--- config.mk ---
export PLATFORM = sky130hd
export DESIGN_NAME = prmcu_uart_rx_os_flat
export DESIGN_NICKNAME = d
export VERILOG_FILES = /design/src/rtl/prmcu_uart_rx_os_if.sv /design/src/rtl/prmcu_uart_rx_os.sv /design/src/flat_wrapper.sv
export SDC_FILE = /design/constraint.sdc
export NUM_CORES = 1
export LEC_CHECK = 0
export BUFFER_PORTS_ARGS = -buffer_cell sky130_fd_sc_hd__buf_2
export CAP_MARGIN = 20
export CORE_ASPECT_RATIO = 0.7
export CORE_MARGIN = 2
export CORE_UTILIZATION = 40
export DETAILED_ROUTE_END_ITERATION = 6
export GPL_TIMING_DRIVEN = 0
export PLACE_DENSITY = 0.61
export SYNTH_ARGS = -nofsm -noshare
export SYNTH_HDL_FRONTEND = slang
export SYNTH_SLANG_ARGS = --single-unit
export TNS_END_PERCENT = 10
--- constraint.sdc ---
create_clock -name clk -period 3.6 [get_ports clk]
set_input_delay 0.18 -clock clk [delete_from_list [all_inputs] [get_ports clk]]
set_output_delay 0.18 -clock clk [all_outputs]
set_load 0.02 [all_outputs]
--- src/rtl/prmcu_uart_rx_os_if.sv ---
// Output handshake bundle of the oversampling UART receiver.
// Master drives data/valid, slave drives ready.
interface prmcu_uart_rx_os_if;
    logic [8:0] out_dat_o;
    logic [2:0] out_err_o;
    logic       out_vld_o;
    logic       out_rdy_i;

    modport master (
        output out_dat_o,
        output out_err_o,
        output out_vld_o,
        input  out_rdy_i
    );

    modport slave (
        input  out_dat_o,
        input  out_err_o,
        input  out_vld_o,
        output out_rdy_i
    );
endinterface

--- src/rtl/prmcu_uart_rx_os.sv ---
// Oversampling UART receiver: majority-vote bit sampling,
// runtime frame format, break detect and output FIFO.
module prmcu_uart_rx_os #(
    parameter int OVERSAMPLE = 16,
    parameter int FIFO_DEPTH = 8,
    parameter int DIV_W      = 16
) (
    input  logic                        clk,
    input  logic                        rst,
    input  logic                        rx_en,
    input  logic [3:0]                  n_data_bits_i,
    input  logic [1:0]                  parity_mode_i,
    input  logic [1:0]                  n_stop_bits_i,
    input  logic [DIV_W-1:0]            internal_clk_divider_i,
    input  logic                        rx_i,
    prmcu_uart_rx_os_if.master          out_if,
    output logic [$clog2(FIFO_DEPTH):0] fifo_cnt_o,
    output logic                        overflow_o,
    input  logic                        ovf_clr_i
);
    localparam int SW = $clog2(OVERSAMPLE);
    localparam int AW = $clog2(FIFO_DEPTH);
    localparam int CW = AW + 1;

    typedef enum logic [2:0] {
        IDLE, START, DATA, PARITY, STOP, WAIT_IDLE
    } state_t;

    state_t state, nxt;

    logic [2:0]       rx_sync;
    logic             rx_s, fall;
    logic [DIV_W-1:0] tick_cnt;
    logic             tick, mid, bit_end, maj, perr;
    logic [SW-1:0]    s_cnt;
    logic [1:0]       samp;
    logic [3:0]       bit_idx, nlast_q, cfg_last;
    logic [8:0]       data_q;
    logic             par_q, ferr_q, stop_idx;
    logic             par_en_q, par_odd_q, two_stop_q;
    logic             push;
    logic [2:0]       push_err;

    logic [11:0]      mem [FIFO_DEPTH];
    logic [AW-1:0]    wr_ptr, rd_ptr;
    logic             pop, full, wr_ok;

    assign rx_s = rx_sync[1];
    assign fall = rx_sync[2] & ~rx_sync[1];
    assign cfg_last = (n_data_bits_i >= 4'd5 && n_data_bits_i <= 4'd9)
                    ? n_data_bits_i - 4'd1 : 4'd7;

    // Two-FF synchroniser plus one delay stage for edge detect
    always_ff @(posedge clk or negedge rst) begin
        if (!rst) rx_sync <= 3'b111;
        else      rx_sync <= {rx_sync[1:0], rx_i};
    end

    // Sample tick generator, idle outside a frame
    always_ff @(posedge clk or negedge rst) begin
        if (!rst)                       tick_cnt <= '0;
        else if (state == IDLE || !rx_en) tick_cnt <= '0;
        else if (tick_cnt == '0)        tick_cnt <= internal_clk_divider_i;
        else                            tick_cnt <= tick_cnt - DIV_W'(1);
    end

    assign tick    = rx_en && state != IDLE && tick_cnt == '0;
    assign mid     = tick && s_cnt == SW'(OVERSAMPLE / 2 + 1);
    assign bit_end = tick && s_cnt == SW'(OVERSAMPLE - 1);
    assign maj     = (samp[0] & samp[1]) | (samp[0] & rx_s) | (samp[1] & rx_s);
    assign perr    = par_en_q && (par_q != (^data_q ^ par_odd_q));

    // FSM state register
    always_ff @(posedge clk or negedge rst) begin
        if (!rst) state <= IDLE;
        else      state <= nxt;
    end

    // FSM next state and frame push decision
    always_comb begin
        nxt      = state;
        push     = 1'b0;
        push_err = 3'b000;
        if (state != IDLE && !rx_en) begin
            nxt = IDLE;
        end else begin
            unique case (state)
                IDLE: if (rx_en && fall) nxt = START;
                START: begin
                    if (mid && maj)   nxt = IDLE;
                    else if (bit_end) nxt = DATA;
                end
                DATA: if (bit_end && bit_idx == nlast_q)
                    nxt = par_en_q ? PARITY : STOP;
                PARITY: if (bit_end) nxt = STOP;
                STOP: if (mid) begin
                    if (!stop_idx && !maj && data_q == '0
                        && !(par_en_q && par_q)) begin
                        push     = 1'b1;
                        push_err = 3'b110;
                        nxt      = WAIT_IDLE;
                    end else if (stop_idx == two_stop_q) begin
                        push     = 1'b1;
                        push_err = {1'b0, ferr_q | ~maj, perr};
                        nxt      = IDLE;
                    end
                end
                WAIT_IDLE: if (rx_s) nxt = IDLE;
                default: nxt = IDLE;
            endcase
        end
    end

    // Frame datapath: sample counter, votes, shift-in, config latch
    always_ff @(posedge clk or negedge rst) begin
        if (!rst) begin
            s_cnt      <= '0;
            samp       <= 2'b11;
            bit_idx    <= '0;
            data_q     <= '0;
            par_q      <= 1'b0;
            ferr_q     <= 1'b0;
            stop_idx   <= 1'b0;
            nlast_q    <= 4'd7;
            par_en_q   <= 1'b0;
            par_odd_q  <= 1'b0;
            two_stop_q <= 1'b0;
        end else if (state == IDLE) begin
            s_cnt    <= '0;
            bit_idx  <= '0;
            data_q   <= '0;
            par_q    <= 1'b0;
            ferr_q   <= 1'b0;
            stop_idx <= 1'b0;
            if (rx_en && fall) begin
                nlast_q    <= cfg_last;
                par_en_q   <= parity_mode_i == 2'b01 || parity_mode_i == 2'b10;
                par_odd_q  <= parity_mode_i == 2'b10;
                two_stop_q <= n_stop_bits_i[1];
            end
        end else if (tick) begin
            s_cnt <= bit_end ? '0 : s_cnt + SW'(1);
            if (s_cnt == SW'(OVERSAMPLE / 2 - 1)) samp[0] <= rx_s;
            if (s_cnt == SW'(OVERSAMPLE / 2))     samp[1] <= rx_s;
            if (mid && state == DATA)             data_q[bit_idx] <= maj;
            if (mid && state == PARITY)           par_q <= maj;
            if (mid && state == STOP && !maj)     ferr_q <= 1'b1;
            if (bit_end && state == DATA)         bit_idx <= bit_idx + 4'd1;
            if (bit_end && state == STOP)         stop_idx <= 1'b1;
        end
    end

    assign pop   = out_if.out_vld_o && out_if.out_rdy_i;
    assign full  = fifo_cnt_o == CW'(FIFO_DEPTH);
    assign wr_ok = push && (!full || pop);

    // Output FIFO with sticky overflow; set beats clear
    always_ff @(posedge clk or negedge rst) begin
        if (!rst) begin
            for (int i = 0; i < FIFO_DEPTH; i++) mem[i] <= '0;
            wr_ptr     <= '0;
            rd_ptr     <= '0;
            fifo_cnt_o <= '0;
            overflow_o <= 1'b0;
        end else begin
            if (wr_ok) begin
                mem[wr_ptr] <= {push_err, data_q};
                wr_ptr      <= wr_ptr + AW'(1);
            end
            if (pop) rd_ptr <= rd_ptr + AW'(1);
            fifo_cnt_o <= fifo_cnt_o + CW'(wr_ok) - CW'(pop);
            if (push && full && !pop) overflow_o <= 1'b1;
            else if (ovf_clr_i)       overflow_o <= 1'b0;
        end
    end

    assign out_if.out_vld_o = fifo_cnt_o != '0;
    assign out_if.out_dat_o = mem[rd_ptr][8:0];
    assign out_if.out_err_o = mem[rd_ptr][11:9];
endmodule

--- src/flat_wrapper.sv ---
// flat-port wrapper written by rule: the top's interface ports become plain ports
module prmcu_uart_rx_os_flat 
#(
    parameter int OVERSAMPLE = 16,
    parameter int FIFO_DEPTH = 8,
    parameter int DIV_W      = 16
)
  (clk, rst, rx_en, n_data_bits_i, parity_mode_i, n_stop_bits_i, internal_clk_divider_i, rx_i, fifo_cnt_o, overflow_o, ovf_clr_i, out_if_out_dat_o, out_if_out_err_o, out_if_out_vld_o, out_if_out_rdy_i);
  prmcu_uart_rx_os_if out_if_i ();
  input  logic clk;
  input  logic rst;
  input  logic rx_en;
  input  logic [3:0] n_data_bits_i;
  input  logic [1:0] parity_mode_i;
  input  logic [1:0] n_stop_bits_i;
  input  logic [DIV_W-1:0] internal_clk_divider_i;
  input  logic rx_i;
  output logic [$clog2(FIFO_DEPTH):0] fifo_cnt_o;
  output logic overflow_o;
  input  logic ovf_clr_i;
  output wire logic [$bits(out_if_i.out_dat_o)-1:0] out_if_out_dat_o;
  output wire logic [$bits(out_if_i.out_err_o)-1:0] out_if_out_err_o;
  output wire logic [$bits(out_if_i.out_vld_o)-1:0] out_if_out_vld_o;
  input wire logic [$bits(out_if_i.out_rdy_i)-1:0] out_if_out_rdy_i;
  assign out_if_out_dat_o = out_if_i.out_dat_o;
  assign out_if_out_err_o = out_if_i.out_err_o;
  assign out_if_out_vld_o = out_if_i.out_vld_o;
  assign out_if_i.out_rdy_i = out_if_out_rdy_i;
  prmcu_uart_rx_os #(.OVERSAMPLE(OVERSAMPLE), .FIFO_DEPTH(FIFO_DEPTH), .DIV_W(DIV_W)) u_core (.clk(clk), .rst(rst), .rx_en(rx_en), .n_data_bits_i(n_data_bits_i), .parity_mode_i(parity_mode_i), .n_stop_bits_i(n_stop_bits_i), .internal_clk_divider_i(internal_clk_divider_i), .rx_i(rx_i), .out_if(out_if_i), .fifo_cnt_o(fifo_cnt_o), .overflow_o(overflow_o), .ovf_clr_i(ovf_clr_i));
endmodule
* Yosys cells after proc, flatten, opt, wreduce, memory -nomap -nowiden
Cells that the tools add are included.
** Operators by class
- Add/subtract/negate cells :: 8
- Multiply operators :: 0
- Divide/modulo/power cells :: 0
- Order comparisons :: 7
- Equality and inequality tests :: 22
- Shift-type cells :: 0
- Muxes and demuxes :: 54
- Bitwise operators :: 13
- Reductions and logical operators :: 57
** Operator list (number)
- 96-bit bitwise mux :: 1
- 3-bit two-way mux :: 15
- 12-bit binary-select mux with 3-bit select :: 1
- 12-bit demux with 3-bit select :: 1
- 12-bit two-way mux :: 3
- 16-bit two-way mux :: 2
- 4-bit two-way mux :: 7
- 9-bit two-way mux :: 3
- 1-bit logical AND :: 26
- 3-bit one-hot mux with 6 select lines :: 1
- 1-bit two-way mux :: 17
- 4-bit == test, second input constant :: 4
- 16-bit logical NOT :: 1
- 16-bit by 1-bit subtractor with 16-bit output, second input constant :: 1
- 2-bit nonzero test :: 7
- 3-bit by 1-bit != test with 1-bit output, second input constant :: 4
- 2-bit AND reduction :: 6
- 9-bit bitwise mux :: 1
- 9-bit logical NOT :: 1
- 9-bit parity :: 1
- 4-bit by 1-bit adder with 4-bit output, second input constant :: 2
- 4-bit >= comparator, second input constant :: 2
- 4-bit by 1-bit != test with 1-bit output, second input constant :: 2
- 3-bit NOT with 4-bit output :: 2
- other kinds (32) :: 50
** Word-level totals
- Flip-flop bits (word level) :: 158
- Latch bits :: 0
- RAM bits :: 0
- Memory bits (read-only) :: 0
- Bits of input ports :: 30
- Output and inout port bits :: 18
- Word-level logic and storage cells :: 188
- Memories :: 0

* Logic depth before layout (Yosys ltp)
Gate-level depths: netlist of run 1.
- Word-level depth :: 14
- Gate-level depth with buffers :: 11
- Mapped depth without buffers :: 11

* Least setup slack after synthesis of run 1
OpenSTA, ideal clock, no wires.
- Path kind :: register -> register
- Start :: reg u_core.tick_cnt[0]
- End :: reg u_core.fifo_cnt_o[2]
- Setup time :: 123 ps
- Arrival time :: 2651 ps
- Required time :: 3477 ps
- Path slack :: 826 ps
- Stages on the path, launching flop included :: 12
- Path buffers :: 1
- Clock period less this slack :: 2774 ps
- Cell sequence :: dfrtp_1 inv_1 ha_1 nor4b_4 and3_1 nand3_1 nor3_2 buf_2 ha_1 inv_1 fa_1 xnor2_1
** Between the ends
- Word-level cells in the longest chain between the ends :: 9
** RTL lines
- from (decl) :: RTL line prmcu_uart_rx_os.sv:33 : logic [DIV_W-1:0] tick_cnt;
- from (signal assigned) :: RTL line prmcu_uart_rx_os.sv:63 : else if (tick_cnt == '0) tick_cnt <= internal_clk_divider_i;
- from (signal assigned) :: RTL line prmcu_uart_rx_os.sv:64 : else tick_cnt <= tick_cnt - DIV_W'(1);
- 16-bit logical NOT :: RTL line prmcu_uart_rx_os.sv:67 : assign tick = rx_en && state != IDLE && tick_cnt == '0;
- 1-bit logical AND :: RTL line prmcu_uart_rx_os.sv:67
- 1-bit logical AND :: RTL line prmcu_uart_rx_os.sv:68 : assign mid = tick && s_cnt == SW'(OVERSAMPLE / 2 + 1);
- 1-bit two-way mux :: RTL line prmcu_uart_rx_os.sv:96 : STOP: if (mid) begin
- 1-bit two-way mux :: RTL line prmcu_uart_rx_os.sv:87 : unique case (state)
- 1-bit two-way mux :: RTL line prmcu_uart_rx_os.sv:84 : if (state != IDLE && !rx_en) begin
- 1-bit logical AND :: RTL line prmcu_uart_rx_os.sv:155 : assign wr_ok = push && (!full || pop);
- via u_core.wr_ok :: RTL line prmcu_uart_rx_os.sv:46 : logic pop, full, wr_ok;
- 4-bit by 1-bit adder with 4-bit output :: RTL line prmcu_uart_rx_os.sv:171 : fifo_cnt_o <= fifo_cnt_o + CW'(wr_ok) - CW'(pop);
- 4-bit by 1-bit subtractor with 4-bit output :: RTL line prmcu_uart_rx_os.sv:171
- to (signal assigned) :: RTL line prmcu_uart_rx_os.sv:171
- to (decl) :: RTL line prmcu_uart_rx_os.sv:17 : output logic [$clog2(FIFO_DEPTH):0] fifo_cnt_o,
The timed path passes the listed nets, and every way through them passes these cells.
A chain may end at the register's enable or synchronous reset.

* Worst setup path after layout of run 1
- Start :: reg u_core.rd_ptr[0]
- End :: out out_if_out_err_o[1]
** Between the ends
- Word-level cells in the longest chain between the ends :: 4
** RTL lines
- from (decl) :: RTL line prmcu_uart_rx_os.sv:45 : logic [AW-1:0] wr_ptr, rd_ptr;
- from (signal assigned) :: RTL line prmcu_uart_rx_os.sv:170 : if (pop) rd_ptr <= rd_ptr + AW'(1);
- 3-bit NOT with 4-bit output (not written as such) :: RTL line prmcu_uart_rx_os.sv:179 : assign out_if.out_err_o = mem[rd_ptr][11:9];
- 12-bit binary-select mux with 3-bit select :: RTL line prmcu_uart_rx_os.sv:179
- 12-bit two-way mux (2 in a row)
- to (decl) :: RTL line flat_wrapper.sv:22 : output wire logic [$bits(out_if_i.out_err_o)-1:0] out_if_out_err_o;
Every way passes these cells. The select of a mux whose other input is x is not followed.

==> impl_metrics.toml, run 1 <==
[run_status]
outcome = "finished clean"

[sta]
min_period_over_period = 0.914
drv_slew = 0
grt_setup_unrepaired = "false"
setup_slack_ns = 0.309
post-route-min-period_ns = 3.29
tns_ns = 0
worst_pin_slew_ns = 1.02
finalHoldViolations = 0
setup_violations = 0
fin_skew_ns = 0.0103
slew_headroom = 0.321
fmax_mhz = 304
whs_ns = 0.0301

[yosys]
ys_seq_area_frac = 0.490
yosysWarnings = 0
yosysUniqueCellTypes = 61
synth_area_um2 = 8100
synth_seq_cells = 158
async_flop_share = 1.00
syn_inst = 751
synth-edff-count = 0
avgSynthCellArea_um2 = 10.8
syn_nets = 806
synthFlopType = "dfrtp_1"

[worst_setup_path]
r2r_cells = 11
critPathRequiredTime_ns = 3.42
slowest_delay_ns = 0.82
path_buf_inv = 3
cp.depth = 5
worst-setup-path-type = "reg -> out"
critPathTopFamily = "buffers and inverters"
crit_path_cell_trace = "clkbuf_1, buf_1, mux4_2, mux2_2, buf_2"
crit_fanout = 10
cp.arrival_ns = 3.11
critPathLaunchType = "register"
slowest_stage = "buf_1"
end_kind = "output pin"

[global_route]
grt_first_pass_wirelength_mm = 31.6
grt_pass1_vias = 5622
antenna_found_initial = 0
grt_max_degree = 99
track_usage = 0.192
overflow = 0

[die]
die_w_um = 174
die_y_um = 123
design.die.area_um2 = 21400
design.core.area_um2 = 19800
start_util = 0.409
ios = 48
rows = 43

[cts]
cts_buffers = 17
cts_post_setup_buffers_inserted = 0
cts_tree = "done"
cts_root_buffer = "clkbuf_16"
cts.htree.levels = 4
clk_pin_slew_worst_paths_ns = 0.07
clk_latency_ns = 0.43
cts_max_path_buffers = 2
clock_sinks = 158

[cells_and_area]
drive_gt1_frac = 0.196
diodes = 0
final_util = 0.474
layout.nets = 878
area_growth_pct = 16.0
nFillCells = 1875

[route]
drc = 0
vias = 5807
postRouteAntennaNets = 0
drt_iter0_markers = 463
drt_wl_total_mm = 19.1
wl_per_cell_um = 17.3
via_per_inst = 5.25
drt-pass1-iter-count = 5

[place]
place_hpwl_mm = 13.5
portBuffers = 46
place_congestion = 0.801
place_worst_setup_slack_ns = 0.0902

[worst_hold_path]
hold_path.class = "in -> reg"
whs_path_depth = 3

[power_and_ir_drop]
pwr-share-comb = 0.283
swShare = 0.343
power.switching_w = 0.00192
p_leak_nw = 4.23
power_density_nw_per_um2 = 595
p_clk_frac = 0.345
p_seq_frac = 0.372
peakVddDrop_v = 0.000351
internal_power_w = 0.00367

[run]
max_cap_viol_count = 0
power groups by stage:
stage / Combinational (W) / Clock [W] / Sequential, W
5_1_grt: 0.00178 / 0.00204 / 0.00211
4_1_cts: 0.00160 / 0.00195 / 0.00208
3_5_place_dp: 0.00159 / 0 / 0.00211
2_1_floorplan: 0.00116 / 0 / 0.00210
3_3_place_gp: 0.00158 / 0 / 0.00211
6_report: 0.00158 / 0.00193 / 0.00208
cell families (layout without fill, tap and decap cells):
group | Yosys count | after routing | share of synthesized area
and+or+nand+nor | 245 | 245 | 0.149
DFF | 158 | 158 | 0.490
buffers and inverters | 80 | 165 | 0.0427
xor gates and xnor gates | 33 | 33 | 0.0357
adders and majority gates | 26 | 26 | 0.0410
AOI/OAI and AO/OA | 136 | 136 | 0.105
muxes | 73 | 73 | 0.137
per-layer routing:
metal  part of all wire  track usage  up-vias
li1                   -            -     2820
met1               0.54        0.303     2851
met2               0.41        0.262      125
met3              0.044       0.0467       11
met4             0.0073       0.0441        0
met5                  0            0        -
registers in the layout, summed over array words and instances (netlist names), 4 cells and up:
| name | flops |
|---|---|
| u_core.tick_cnt | 16 |
| u_core.bit_idx | 4 |
| u_core.s_cnt | 4 |
| u_core.nlast_q | 4 |
| u_core.fifo_cnt_o | 4 |
| u_core.mem | 96 |
| u_core.data_q | 9 |
stage by stage:
step / cells / instance area (um^2) / power, W
after floorplan: 751 / 8100 / 0.00326
after global placement: 1067 / 8660 / 0.00369
after detailed placement: 1068 / 8700 / 0.00370
after CTS: 1105 / 9370 / 0.00564
after global routing: 1106 / 9390 / 0.00593
final: 1106 / 9390 / 0.00559
area by class of cell:
type | instances | area, um^2 | area share
buffer | 41 | 199 | 0.0212
clock buffer | 17 | 425 | 0.0453
clock inverter | 15 | 198 | 0.0210
inverter | 39 | 146 | 0.0156
multi-input combinational | 513 | 3800 | 0.404
sequential | 158 | 3960 | 0.422
tap | 270 | 338 | 0.0360
timing repair buffer | 53 | 325 | 0.0346
cell usage after synthesis, types with 9 or more instances:
cell / count / area, um^2
a211oi_1: 16 / 120
a21oi_1: 11 / 55.1
a32o_1: 9 / 90.1
clkbuf_1: 24 / 90.1
dfrtp_1: 150 / 3750
ha_1: 24 / 300
inv_1: 39 / 146
mux2_1: 18 / 203
mux2_2: 24 / 270
mux4_2: 24 / 541
nand2_1: 86 / 323
nand2b_1: 13 / 81.3
nand3_1: 23 / 115
nand4_1: 10 / 62.6
nor2_1: 53 / 199
nor3_1: 13 / 65.1
nor4_1: 9 / 56.3
o21ai_0: 46 / 230
o21ai_1: 32 / 160
xnor2_1: 19 / 166
xor2_1: 14 / 123
worst paths after layout:
check                                               start  slack, ns                   end
worst max-delay path                     u_core.rd_ptr[0]       0.31   out_if_out_err_o[1]
worst min-delay path            internal_clk_divider_i[8]       0.03    u_core.tick_cnt[8]
worst max register to register           u_core.data_q[4]       0.35  u_core.fifo_cnt_o[2]
worst min register to register          u_core.rx_sync[0]       0.36     u_core.rx_sync[1]
max in group asynchronous                             rst       2.45     u_core.nlast_q[2]
min in group asynchronous                             rst       0.27        u_core.mem[34]
tightest hold or removal path, delay by kind of cell:
| kind | cells | cell delay (ns) |
|---|---|---|
| buffers and inverters | 1 | 0.09 |
| and+or+nand+nor | 1 | 0.09 |
| AOI/OAI and AO/OA | 1 | 0.05 |
layout by cell type, fill, tap and decap left out, types with 4 or more instances in the layout:
| cell | synthesis | routed |
|---|---|---|
| clkbuf_1 | 24 | 24 |
| nor4_1 | 9 | 8 |
| a21oi_1 | 11 | 11 |
| buf_2 | 6 | 51 |
| buf_1 | 6 | 6 |
| mux2_4 | 5 | 5 |
| mux2_2 | 24 | 24 |
| mux2_1 | 18 | 18 |
| xnor2_1 | 19 | 19 |
| ha_1 | 24 | 24 |
| inv_6 | 0 | 6 |
| dfstp_2 | 8 | 8 |
| a32o_1 | 9 | 9 |
| clkbuf_16 | 0 | 17 |
| or3_1 | 4 | 4 |
| dfrtp_1 | 150 | 150 |
| nor3_1 | 13 | 13 |
| a211oi_1 | 16 | 16 |
| and3_1 | 7 | 7 |
| nand2b_1 | 13 | 13 |
| nand2_1 | 86 | 86 |
| mux4_2 | 24 | 24 |
| dlygate4sd3_1 | 0 | 5 |
| nor2_1 | 53 | 53 |
| inv_1 | 39 | 39 |
| nand3_1 | 23 | 23 |
| o21ai_1 | 32 | 32 |
| and2_1 | 4 | 4 |
| xor2_1 | 14 | 14 |
| nand4_1 | 10 | 10 |
| o21ai_0 | 46 | 46 |
| buf_6 | 5 | 5 |
repair_timing:
action                     4_1_cts  5_1_grt
hold endpoints to repair        64        0
setup endpoints to repair        0        2
resized for setup                0        2
hold buffers                     5        0
No activity file was read; power rests on OpenSTA's default activity.
==> run 2: changes to the inputs <==
--- a/config.mk
+++ b/config.mk
@@ -8,11 +8,11 @@
 export BUFFER_PORTS_ARGS = -buffer_cell sky130_fd_sc_hd__buf_2
 export CAP_MARGIN = 20
 export CORE_ASPECT_RATIO = 0.7
-export CORE_MARGIN = 2
+export CORE_MARGIN = 10
 export CORE_UTILIZATION = 40
 export DETAILED_ROUTE_END_ITERATION = 6
 export GPL_TIMING_DRIVEN = 0
-export PLACE_DENSITY = 0.61
+export PLACE_DENSITY = 0.59
 export SYNTH_ARGS = -nofsm -noshare
 export SYNTH_HDL_FRONTEND = slang
 export SYNTH_SLANG_ARGS = --single-unit
==> impl_metrics.toml, run 2 (synthesized netlist as in run 1, its figures left out) <==
[cells_and_area]
top_regs = "u_core.mem x96, u_core.tick_cnt x16, u_core.data_q x9"
postLayoutCellArea_um2 = 9390
final_util = 0.473
regMostFlops = "u_core.mem"
layout.nets = 878
largest_reg_flops = 96
diodes = 0
drive_gt1_frac = 0.196
area_growth_pct = 16.0
layout_commonest_cell = "dfrtp_1"
most-common-layout-cells = "dfrtp_1 (150), nand2_1 (86), nor2_1 (53)"
nFillCells = 1816

[place]
place_congestion = 0.841
place_hpwl_mm = 14.3
portBuffers = 46
placed_cell_area_um2 = 8700

[sta]
drv_slew = 0
grt_setup_unrepaired = "false"
whs_ns = 0.0291
fmax_mhz = 304
min_period_over_period = 0.914
tns_ns = 0
worst_pin_slew_ns = 0.989
post-route-min-period_ns = 3.29
setup_violations = 0
fin_skew_ns = 0.0108
slew_headroom = 0.341
finalHoldViolations = 0

[worst_hold_path]
hold_path.class = "in -> reg"

[cts]
cts.htree.levels = 4
clock_sinks = 158
cts_buffers = 17
clk_latency_ns = 0.43
clk_pin_slew_worst_paths_ns = 0.07
cts_tree = "done"
cts_post_setup_buffers_inserted = 0
cts_root_buffer = "clkbuf_16"
cts_max_path_buffers = 2

[power_and_ir_drop]
p_clk_frac = 0.339
swShare = 0.344
pwr-share-comb = 0.287
power.switching_w = 0.00192
p_seq_frac = 0.374
peakVddDrop_v = 0.000371
power_density_nw_per_um2 = 595
p_leak_nw = 4.22
internal_power_w = 0.00366

[worst_setup_path]
slowest_stage = "buf_1"
critPathLaunchType = "register"
end_kind = "output pin"
critPathRequiredTime_ns = 3.42
cp.arrival_ns = 3.11
crit_fanout = 10
crit_path_cell_trace = "clkbuf_1, buf_1, mux4_2, mux2_2, buf_2"
slowest_delay_ns = 0.79
worst-setup-path-type = "reg -> out"

[die]
die_y_um = 139
rows = 43
design.core.area_um2 = 19900
die_w_um = 190
design.die.area_um2 = 26400
ios = 48
start_util = 0.408

[route]
drc = 0
via_per_inst = 5.35
drt-pass1-iter-count = 5
drt_wl_total_mm = 20.2
wl_per_cell_um = 18.2
drt_iter0_markers = 489
vias = 5921
postRouteAntennaNets = 0

[global_route]
grt_first_pass_wirelength_mm = 33.1
track_usage = 0.157
grt_max_degree = 112
antenna_found_initial = 0
overflow = 0
grt_pass1_vias = 5940

[run]
max_cap_viol_count = 0

[run_status]
outcome = "finished clean"
run 2: cell count changes in the layout (fill, tap and decap cells not counted):
cell	change
inv_6	-3
clkinv_4	+1
nor4bb_1	-1
clkbuf_1	+1
clkinv_2	+1
inv_8	-1
nor4bb_2	+1
clkinvlp_4	+1
run 2: area by class of cell:
type	count	area, um^2	share of cell area
Inverter	39	146	0.0156
Sequential cell	158	3960	0.422
Timing Repair Buffer	53	325	0.0347
Clock inverter	14	181	0.0193
Multi-Input combinational cell	513	3800	0.405
Buffer	41	199	0.0212
Tap cell	270	338	0.0360
Clock buffer	18	429	0.0457
run 2: critical path, delay by kind of cell, from the launching register on:
kind / cells / cell delay [ns]
buffers and inverters: 3 / 1.35
DFF: 1 / 0.38
muxes: 2 / 0.94
run 2: through the flow:
| step | total power, W | setup slack, ns | instances |
|---|---|---|---|
| floorplan | 0.00326 | 0.826 | 751 |
| global placement | 0.00370 | -0.156 | 1067 |
| detailed placement | 0.00372 | 0.0973 | 1068 |
| CTS | 0.00562 | 0.0995 | 1105 |
| global route | 0.00593 | 0.0354 | 1106 |
| finish | 0.00558 | 0.311 | 1106 |
run 2: what timing repair did:
item | in CTS | in global routing
endpoints found under the setup margin | 0 | 3
hold buffers | 5 | 0
endpoints found under the hold margin | 51 | 0
gates resized for setup | 0 | 3
run 2: worst paths after layout:
kind                                                 start  cells past startpoint  slack (ns)              endpoint
worst max-delay path                      u_core.rd_ptr[0]                      5        0.31   out_if_out_err_o[1]
worst min-delay path            internal_clk_divider_i[10]                      3        0.03   u_core.tick_cnt[10]
worst max register to register            u_core.data_q[2]                     11        0.38  u_core.fifo_cnt_o[2]
worst min register to register           u_core.rx_sync[0]                      0        0.36     u_core.rx_sync[1]
max in group asynchronous                              rst                      3        2.48     u_core.bit_idx[0]
min in group asynchronous                              rst                      2        0.24        u_core.mem[33]
run 2: metal layers:
metal,track usage,part of all wire,vias up
li1,-,-,2817
met1,0.236,0.52,2951
met2,0.217,0.42,138
met3,0.0382,0.052,15
met4,0.0416,0.0087,0
met5,0,0,-
run 2: power by group through the flow:
stage	Combinational, W	Sequential (W)	Clock (W)
2_1_floorplan	0.00116	0.00210	0
3_3_place_gp	0.00158	0.00212	0
3_5_place_dp	0.00160	0.00212	0
4_1_cts	0.00161	0.00209	0.00192
5_1_grt	0.00181	0.00212	0.00200
6_report	0.00160	0.00209	0.00189
==> run 3: changes to the inputs <==
--- a/config.mk
+++ b/config.mk
@@ -13,6 +13,7 @@
 export DETAILED_ROUTE_END_ITERATION = 6
 export GPL_TIMING_DRIVEN = 0
 export PLACE_DENSITY = 0.59
+export REMOVE_ABC_BUFFERS = 1
 export SYNTH_ARGS = -nofsm -noshare
 export SYNTH_HDL_FRONTEND = slang
 export SYNTH_SLANG_ARGS = --single-unit
==> impl_metrics.toml, run 3 (synthesized netlist as in run 1, its figures left out) <==
[route]
drt-pass1-iter-count = 4
drt_wl_total_mm = 18.6
via_per_inst = 5.35
postRouteAntennaNets = 0
drt_iter0_markers = 515
drc = 0
vias = 5710
wl_per_cell_um = 17.4

[sta]
worst_pin_slew_ns = 1.02
grt_setup_unrepaired = "false"
drv_slew = 0
tns_ns = 0
fin_skew_ns = 0.00841
setup_violations = 0
fmax_mhz = 303
post-route-min-period_ns = 3.30
slew_headroom = 0.316
finalHoldViolations = 0
min_period_over_period = 0.918

[worst_setup_path]
slowest_delay_ns = 0.58
r2r_cells = 8
cp.arrival_ns = 3.62
end_kind = "register"
crit_path_cell_trace = "inv_1, ha_1, nand4b_1, or4_4, a2111oi_4, buf_4, nand4_2, mux2_4"
worst-setup-path-type = "reg -> reg"
critPathLaunchType = "register"
crit_fanout = 20
critPathRequiredTime_ns = 3.91
slowest_stage = "or4_4"

[die]
design.die.area_um2 = 26400
rows = 43
start_util = 0.408
die_y_um = 139
ios = 48
die_w_um = 190
design.core.area_um2 = 19900

[cells_and_area]
diodes = 0
final_util = 0.467
top_regs = "u_core.mem x96, u_core.tick_cnt x16, u_core.data_q x9"
most-common-layout-cells = "dfrtp_1 (149), nand2_1 (86), nor2_1 (53)"
nFillCells = 1858
drive_gt1_frac = 0.202
layout_commonest_cell = "dfrtp_1"
postLayoutCellArea_um2 = 9280
final-seq-area_um2 = 3970
largest_reg_flops = 96
layout.nets = 841
regMostFlops = "u_core.mem"
multi_input_area_um2 = 3820
area_growth_pct = 14.6

[global_route]
grt_first_pass_wirelength_mm = 30.7
gr-usage-met1 = 0.217
grt_use_met2 = 0.201
track_usage = 0.144
busiest_layer = "met1"
antenna_found_initial = 0
overflow = 0
grt_pass1_vias = 5623
grt_max_degree = 120
met3_usage = 0.0354

[place]
placed_cell_area_um2 = 8550
place_hpwl_mm = 12.4
place_congestion = 0.826
portBuffers = 46

[cts]
cts.htree.levels = 4
cts_root_buffer = "clkbuf_16"
clk_pin_slew_worst_paths_ns = 0.06
clk_latency_ns = 0.43
cts_max_path_buffers = 2
cts_tree = "done"
cts_buffers = 17
clock_sinks = 158

[run]
max_cap_viol_count = 0

[power_and_ir_drop]
peakVddDrop_v = 0.000355
internal_power_w = 0.00372
pwr-share-comb = 0.261
swShare = 0.334
design_power_total_w = 0.00558
power.switching_w = 0.00186
p_leak_nw = 4.15
p_clk_frac = 0.343
power_density_nw_per_um2 = 602
p_seq_frac = 0.396

[worst_hold_path]
hold_path.class = "in -> reg"
whs_path_depth = 3

[run_status]
outcome = "finished clean"
[run 3: path summary, 6_finish.rpt]
| kind | from | to | slack [ns] |
|---|---|---|---|
| hold / removal | internal_clk_divider_i[8] | u_core.tick_cnt[8] | 0.02 |
| min in group asynchronous | rst | u_core.nlast_q[3] | 0.24 |
| setup reg to reg | u_core.data_q[7] | u_core.mem[32] | 0.30 |
| setup / recovery | u_core.data_q[7] | u_core.mem[32] | 0.30 |
| max in group asynchronous | rst | u_core.rd_ptr[0] | 2.45 |
| hold reg to reg | u_core.rx_sync[0] | u_core.rx_sync[1] | 0.36 |
[run 3: cell type report]
class / count / share of cell area
inverters: 39 / 0.0158
repair buffers: 57 / 0.0418
flip-flops and latches: 158 / 0.427
clock buffers: 20 / 0.0503
multi-input cells: 513 / 0.411
well taps: 270 / 0.0364
clock inverters: 11 / 0.0167
[run 3: layer usage]
layer  up-vias  share of wire
li1       2753              -
met1      2863           0.52
met2        83           0.43
met3        11          0.041
met4         0         0.0082
met5         -              0
[run 3: through the flow]
| step | cells | setup WS (ns) | hold WS (ns) |
|---|---|---|---|
| after global routing | 1068 | 0.0388 | 0.0134 |
| after detailed placement | 1029 | -0.354 | 0.0969 |
| after global placement | 1026 | -0.314 | 0.286 |
| after floorplan | 710 | 0.615 | -0.116 |
| after CTS | 1065 | -0.142 | 0.00694 |
| final | 1068 | 0.296 | 0.0220 |
[run 3: worst max-delay path, delay by kind of cell, from the launching register on]
kind            cells  cell delay, ns
simple gates        3            1.30
buf+inv             2            0.42
fa+ha+maj           1            0.22
compound gates      1            0.29
mux                 1            0.49
flops               1            0.45
[run 3: power groups by stage]
stage	registers [W]	clock network (W)	logic, W
detailed placement	0.00224	0	0.00146
global route	0.00224	0.00205	0.00165
finish	0.00221	0.00192	0.00146
floorplan	0.00224	0	0.000965
global placement	0.00235	0	0.00128
CTS	0.00221	0.00195	0.00147
[run 3: timing repair]
action | CTS | global route
buffers inserted | 0 | 3
hold buffers | 5 | 0
cloned | 0 | 0
hold endpoints to repair | 43 | 0
gates resized for setup | 6 | 1
pin swaps | 0 | 1
setup endpoints to repair | 45 | 87
